## src/rtl/bus_array_pkg.sv

```systemverilog
// Shared types and helpers for the bus array register block.
// Mode encoding and a log2 helper for derived widths.
package bus_array_pkg;

  typedef enum logic [1:0] {
    MODE_SINGLE,
    MODE_BCAST,
    MODE_SHIFT,
    MODE_ROTATE
  } bus_mode_t;

  function automatic int clog2(input int n);
    int r;
    int v;
    r = 0;
    v = 1;
    while (v < n) begin
      v = v << 1;
      r = r + 1;
    end
    return r;
  endfunction

endpackage

```

## src/rtl/bus_array_popcount.sv

```systemverilog
// Population count of an N-bit vector.
// Purely combinational; count width is derived from N.
module bus_array_popcount
  import bus_array_pkg::*;
#(
  parameter int N  = 4,
  parameter int CW = clog2(N + 1)
) (
  input  logic [N-1:0]  bits,
  output logic [CW-1:0] count
);

  always_comb begin
    count = '0;
    for (int i = 0; i < N; i++) begin
      count = count + CW'(bits[i]);
    end
  end

endmodule

```

## src/rtl/bus_array_reg.sv

```systemverilog
// Registered array of DEPTH buses with single, broadcast,
// shift and rotate writes plus a registered read port.
module bus_array_reg
  import bus_array_pkg::*;
#(
  parameter int WIDTH = 4,
  parameter int DEPTH = 4,
  parameter int AW    = clog2(DEPTH),
  parameter int CW    = clog2(DEPTH + 1)
) (
  input  logic                   clk,
  input  logic                   rst,
  input  logic                   clr,
  input  logic                   wr_en,
  input  logic [1:0]             mode,
  input  logic [AW-1:0]          wr_addr,
  input  logic [WIDTH-1:0]       in0,
  input  logic [AW-1:0]          rd_addr,
  output logic [WIDTH-1:0]       rd_data,
  output logic [DEPTH*WIDTH-1:0] res,
  output logic [DEPTH-1:0]       valid,
  output logic [CW-1:0]          count,
  output logic                   wr_err
);

  logic [WIDTH-1:0] ent    [DEPTH];
  logic [WIDTH-1:0] ent_nx [DEPTH];
  logic [DEPTH-1:0] vld_nx;
  logic [WIDTH-1:0] rd_nx;
  logic             err_nx;
  logic             wr_hit;
  bus_mode_t        mode_e;

  assign mode_e = bus_mode_t'(mode);

  always_comb begin
    ent_nx = ent;
    vld_nx = valid;
    err_nx = 1'b0;
    wr_hit = 1'b0;
    for (int i = 0; i < DEPTH; i++) begin
      if (AW'(i) == wr_addr) wr_hit = 1'b1;
    end
    if (wr_en) begin
      unique case (mode_e)
        MODE_SINGLE: begin
          for (int i = 0; i < DEPTH; i++) begin
            if (AW'(i) == wr_addr) begin
              ent_nx[i] = in0;
              vld_nx[i] = 1'b1;
            end
          end
          err_nx = !wr_hit;
        end
        MODE_BCAST: begin
          for (int i = 0; i < DEPTH; i++) begin
            ent_nx[i] = in0;
          end
          vld_nx = '1;
        end
        MODE_SHIFT: begin
          for (int i = 1; i < DEPTH; i++) begin
            ent_nx[i] = ent[i-1];
          end
          ent_nx[0] = in0;
          vld_nx = {valid[DEPTH-2:0], 1'b1};
        end
        MODE_ROTATE: begin
          for (int i = 1; i < DEPTH; i++) begin
            ent_nx[i] = ent[i-1];
          end
          ent_nx[0] = ent[DEPTH-1];
          vld_nx = {valid[DEPTH-2:0], valid[DEPTH-1]};
        end
        default: ;
      endcase
    end
  end

  // Out-of-range read addresses return zero.
  always_comb begin
    rd_nx = '0;
    for (int i = 0; i < DEPTH; i++) begin
      if (AW'(i) == rd_addr) rd_nx = ent[i];
    end
  end

  always_ff @(posedge clk) begin
    if (rst) begin
      for (int i = 0; i < DEPTH; i++) ent[i] <= '0;
      valid   <= '0;
      rd_data <= '0;
      wr_err  <= 1'b0;
    end else if (clr) begin
      for (int i = 0; i < DEPTH; i++) ent[i] <= '0;
      valid   <= '0;
      rd_data <= rd_nx;
      wr_err  <= 1'b0;
    end else begin
      ent     <= ent_nx;
      valid   <= vld_nx;
      rd_data <= rd_nx;
      wr_err  <= err_nx;
    end
  end

  always_comb begin
    res = '0;
    for (int i = 0; i < DEPTH; i++) begin
      res[i*WIDTH +: WIDTH] = ent[i];
    end
  end

  bus_array_popcount #(
    .N  (DEPTH),
    .CW (CW)
  ) u_pop (
    .bits  (valid),
    .count (count)
  );

endmodule

```

## config.mk

```make
export PLATFORM = sky130hd
export DESIGN_NAME = bus_array_reg
export DESIGN_NICKNAME = d
export VERILOG_FILES = /design/src/rtl/bus_array_pkg.sv /design/src/rtl/bus_array_popcount.sv /design/src/rtl/bus_array_reg.sv
export SDC_FILE = /design/constraint.sdc
export NUM_CORES = 1
export LEC_CHECK = 0
export ABC_AREA = 0
export BUFFER_PORTS_ARGS = -buffer_cell sky130_fd_sc_hd__buf_2
export CORE_MARGIN = 2
export CORE_UTILIZATION = 52
export CTS_BUF_LIST = sky130_fd_sc_hd__clkbuf_8
export CTS_CLUSTER_DIAMETER = 120
export CTS_CLUSTER_SIZE = 14
export DETAILED_ROUTE_END_ITERATION = 8
export MAX_ROUTING_LAYER = met4
export PLACE_DENSITY_LB_ADDON = 0.12
export RECOVER_POWER = 50
export SYNTH_ARGS = -nofsm -noshare
export SYNTH_HDL_FRONTEND = slang
export SYNTH_SLANG_ARGS = --single-unit
```

## constraint.sdc

```tcl
create_clock -name clk -period 1.81 [get_ports clk]
set_input_delay 0.181 -clock clk [delete_from_list [all_inputs] [get_ports clk]]
set_output_delay 0.181 -clock clk [all_outputs]
set_load 0.02 [all_outputs]
```

* After elaboration in Yosys (flattened, before gate mapping)
Cells that the tools add are included.
** Word-level totals
- Flip-flop bits (word level) :: 25
- Bits of input ports :: 14
- Logic and storage cells :: 56
** Cells by class
- Add/sub/neg operators :: 3
- Equality and inequality tests :: 13
- Mux-type cells :: 18
- Bitwise logic cells :: 2
- Reduce and logical (&&, ||, !) cells :: 10
** Operator list (number)
- $pmux W16 S4 :: 1
- $mux W4 :: 8
- $pmux W4 S4 :: 1
- $eq A2 B2 Y1 const A :: 4
- $mux W1 :: 8
- $ne A2 B2 Y1 const B :: 4
- $reduce_and A2 Y1 :: 4
- $add A3 B1 Y3 :: 2
- $logic_not A2 Y1 :: 3
- $eq A1 B2 Y1 const A :: 2
- $eq A2 B2 Y1 const B :: 2
- $reduce_or A4 Y1 :: 1
- $add A1 B1 Y2 :: 1
- $eq A2 B1 Y1 const B :: 1
- $not A1 Y1 :: 2
- $reduce_or A2 Y1 :: 1
- $logic_not A1 Y1 :: 1

* Logic depth before layout (Yosys ltp)
- Depth in word-level cells :: 6
- Depth in mapped cells :: 5

* Cells and area by module
Synthesis repeated with hierarchy kept, for this count alone.
** Second synthesis, totals
- Cells, all modules :: 133
- Area, all modules :: 1343.8 um^2
** By module, submodules not included
- bus_array_reg :: instances 1, cells an instance 130, area an instance 1298.7 um^2, seq. area each 500.5 um^2
- bus_array_popcount :: instances 1, cells an instance 3, area an instance 45.0 um^2, seq. area each 0.0 um^2

* Worst setup path after synthesis
No wires, ideal clock.
- Path kind :: register to output
- Start point :: register valid[1]
- End point :: output port count[1]
- Arrival time :: 1.480 ns
- Required time :: 1.629 ns
- Slack :: 0.149 ns
- Stages on the path, launching flop included :: 4
- Buffers on the path :: 0
- Path through :: dfxtp_1 > ha_1 > fa_1 > ha_1
** On the way
- Longest elaborated chain between the ends :: 3
** RTL lines
- start, declared :: line bus_array_reg.sv:21 : output logic [DEPTH-1:0] valid,
- start signal, assigned :: line bus_array_reg.sv:101 : valid <= vld_nx;
- $add A1 B1 Y2 :: line bus_array_popcount.sv:16 : count = count + CW'(bits[i]);
- $add A3 B1 Y3 (2 in a row) :: line bus_array_popcount.sv:16
- end, declared :: line bus_array_reg.sv:22 : output logic [CW-1:0] count,
Every way passes these cells.

* Final worst setup path
- Start point :: register valid[0]
- End point :: output port count[1]
The elaborated chain is that of the path after synthesis.

==> flow_summary_export.csv <==
group,metric,value,unit
outcome,status,"finished clean",
floorplan,ios,42,
power_and_ir_drop,pwr-share-seq,0.518,
place,place.gp.congestion,0.897,
clock_network,cts.clk_slew.worst_paths,90,ps
synthesis,synth_top_cell_by_area,"dfxtp_1",
finish,fillers,222,
finish,register_area,503,µm²
finish,fin_area,0.00158,mm²
synthesis,yosys.cell_count.top_type,"dfxtp_1",
global_routing,gr-total-overflow,0,
power_and_ir_drop,powerDensity,728,mW/mm²
power_and_ir_drop,cellLeakagePower,0.752,nW
critical_path,crit_family,"adder cells",
routing,dr.pass1.iters,4,
clock_network,cts_tree,"yes",
critical_path,worstPathMaxFanout,2,
critical_path,cpMaxStageDelayCell,"dfxtp_2",
timing,finalSetupTns,0,ps
critical_path,critPathCaptureType,"primary output",
timing,tightest_slew,728,ps
synthesis,seq_area_frac_synth,0.377,
global_routing,grt_pass1_wl,5070,µm
floorplan,die_h,54.5,µm
clock_network,insertion_delay,270,ps
power_and_ir_drop,power_frac_comb,0.200,
critical_path,worstSetupStartpointType,"flip-flop",
timing,finalSetupViolCount,0,
synthesis,synth_top_family_by_area,"compound AO/OA/AOI/OAI gates",
power_and_ir_drop,switchingPower,0.333,mW
power_and_ir_drop,clkPwrFrac,0.282,
synthesis,synthFlopType,"dfxtp_1",
run,maxCapViolations,0,
synthesis,syn_area,0.00133,mm²
min_path,hold_path_class,"in -> reg",
finish,antenna_cells,0,
timing,fin_crit_sh,0.978,
synthesis,muxShareOfSynthArea,0.158,
synthesis,synth_nets,143,
global_routing,antenna_found_initial,0,
finish,num-nets-final,184,
synthesis,synth_top_area_frac,0.377,
synthesis,synth_seq_cells,25,
power_and_ir_drop,internal-power,0.818,mW
clock_network,cts_hold_buf,0,
synthesis,synth-compound-area-share,0.258,
floorplan,start_util,0.540,
routing,routedWlPerCell,16.5,µm
finish,drive_gt1_frac,0.223,
timing,hold_violations,0,
global_routing,grt_max_degree,23,
synthesis,synthAdderAreaFrac,0.0340,
place,placed_area,0.00153,mm²
clock_network,cts_made_buffers,3,
finish,finish.utilization,0.644,
floorplan,rows,18,
clock_network,ctsHtreeMaxLevel,1,
routing,drc_errors,0,
critical_path,worstPathRequired,1630,ps
global_routing,first_global_vias,1059,
synthesis,synthSimpleGateAreaFrac,0.114,
synthesis,syn-instance-count,126,
routing,drt_iter0_drc,34,
routing,wl,3230,µm
synthesis,synthTopCellsByCount,"dfxtp_1, mux2i_1, and3_1, o211a_1, o211ai_1",
timing,clock.fmax,565,MHz
timing,period_minus_slack,1770,ps
clock_network,ctsLongestPathBuffers,2,
place,preCtsSetupSlack,195,ps
critical_path,path_cells,"ha_4 > fa_2 > ha_1 > buf_6",
timing,fin_worst_skew,6.39,ps
place,hpwl,2400,µm
routing,vias_per_cell,6.10,
critical_path,path_class,"reg -> out",
critical_path,cp.arrival,1590,ps
power_and_ir_drop,sw_frac_of_total,0.289,
place,io_buffers,41,
synthesis,syn_area_per_cell,10.5,µm²
timing,slew_violations,0,
routing,postRouteAntennaNets,0,
power_and_ir_drop,vdd_ir_drop_max,437,µV
timing,rsz0062_at_grt,"no",
global_routing,grt_usage,0.246,
clock_network,cts_num_sinks,25,
floorplan,core,0.00245,mm²
timing,final.setup.worst_slack,40.0,ps
synthesis,synth_warnings,0,
routing,vias,1195,
clock_network,cts-root-buf,"clkbuf_8",
critical_path,slowest_delay,340,ps
floorplan,die-area,0.00297,mm²
floorplan,dieWidth,54.5,µm
synthesis,async_flop_share,0,
synthesis,ys_top_cells_by_area,"dfxtp_1, mux2i_1, mux4_2, o211a_1, o211ai_1",
timing,relSlewSlack,0.515,
synthesis,synth_xor_area_frac,0,
synthesis,synth_edf_count,0,
finish,multi_input_comb_area,767,µm²
critical_path,path_buf_inv,1,
finish,syn2layout_area_growth,19.2,%
synthesis,synth_cell_types,31,
## area by class of cell
| class | instances | share of cell area |
|---|---|---|
| Sequential cell | 25 | 0.318 |
| Multi-Input combinational cell | 87 | 0.485 |
| Tap cell | 30 | 0.0238 |
| Clock inverter | 1 | 0.00238 |
| Inverter | 6 | 0.0143 |
| Timing Repair Buffer | 44 | 0.130 |
| Clock buffer | 3 | 0.0261 |
## power by group through the flow
stage,clock network (mW),registers [mW],logic (mW)
floorplan,0,0.632,0.133
global placement,0,0.607,0.224
global route,0.353,0.601,0.252
finish,0.324,0.596,0.230
detailed placement,0,0.608,0.227
CTS,0.330,0.596,0.234
## layout by cell type (no fill, tap or decap), drive strengths merged
cell type and instances:
a2111oi 4, a211o 1, a211oi 5, a21boi 4
a21o 1, a21oi 5, and3 8, and4b 1
buf 23, clkbuf 24, conb 1, dfxtp 25
fa 1, ha 2, inv 7, mux2i 12
mux4 4, nand2 1, nor2 3, nor2b 6
nor3 4, o211a 8, o211ai 8, o21a 2
o21ai 1, o221a 2, or2 3
## layer usage
| layer | wire [µm] | share of wire | global-route usage |
|---|---|---|---|
| met4 | 36 | 0.011 | 0.0667 |
| met3 | 192 | 0.060 | 0.0328 |
| met2 | 1560 | 0.48 | 0.406 |
| met1 | 1430 | 0.44 | 0.315 |
| met5 | 0 | 0 | - |
## per-stage QoR
step,cells,hold slack [ps],total power [mW]
2_1_floorplan,126,253,0.764
3_3_place_gp,190,411,0.831
3_5_place_dp,190,417,0.836
4_1_cts,196,130,1.16
5_1_grt,196,152,1.21
6_report,196,129,1.15
## worst register-to-register path, delay by kind of cell, from the launching register on
| kind | cells | cell delay (ps) |
|---|---|---|
| and+or+nand+nor | 1 | 150 |
| DFF | 1 | 350 |
| AOI/OAI and AO/OA | 2 | 520 |
## final timing paths
kind                               start    endpoint  slack [ps]  cells past startpoint
worst max register to register   res[15]      res[3]         670                      3
worst max-delay path            valid[0]    count[1]          40                      4
worst min register to register    res[1]      res[1]         510                      2
worst min-delay path                 rst  rd_data[2]         130                      2
## state kept, by name, summed over array words and instances (netlist names)
name	count
wr_err	1
valid	4
res	16
rd_data	4
## logic make-up (layout without fill, tap and decap cells)
| family | Yosys count | in the layout |
|---|---|---|
| buf+inv | 14 | 54 |
| compound gates | 41 | 41 |
| flops | 25 | 25 |
| fa+ha+maj | 3 | 3 |
| other cells | 1 | 1 |
| mux | 16 | 16 |
| simple gates | 26 | 26 |
## timing repair
item / in CTS / in global routing
cloned: 0 / 0
pin swaps: 0 / 0
resized for setup: 5 / 1
setup endpoints to repair: 2 / 1
buffers inserted: 2 / 0
endpoints found under the hold margin: 0 / 0
Note: power is estimated with default switching activity, not from simulation.
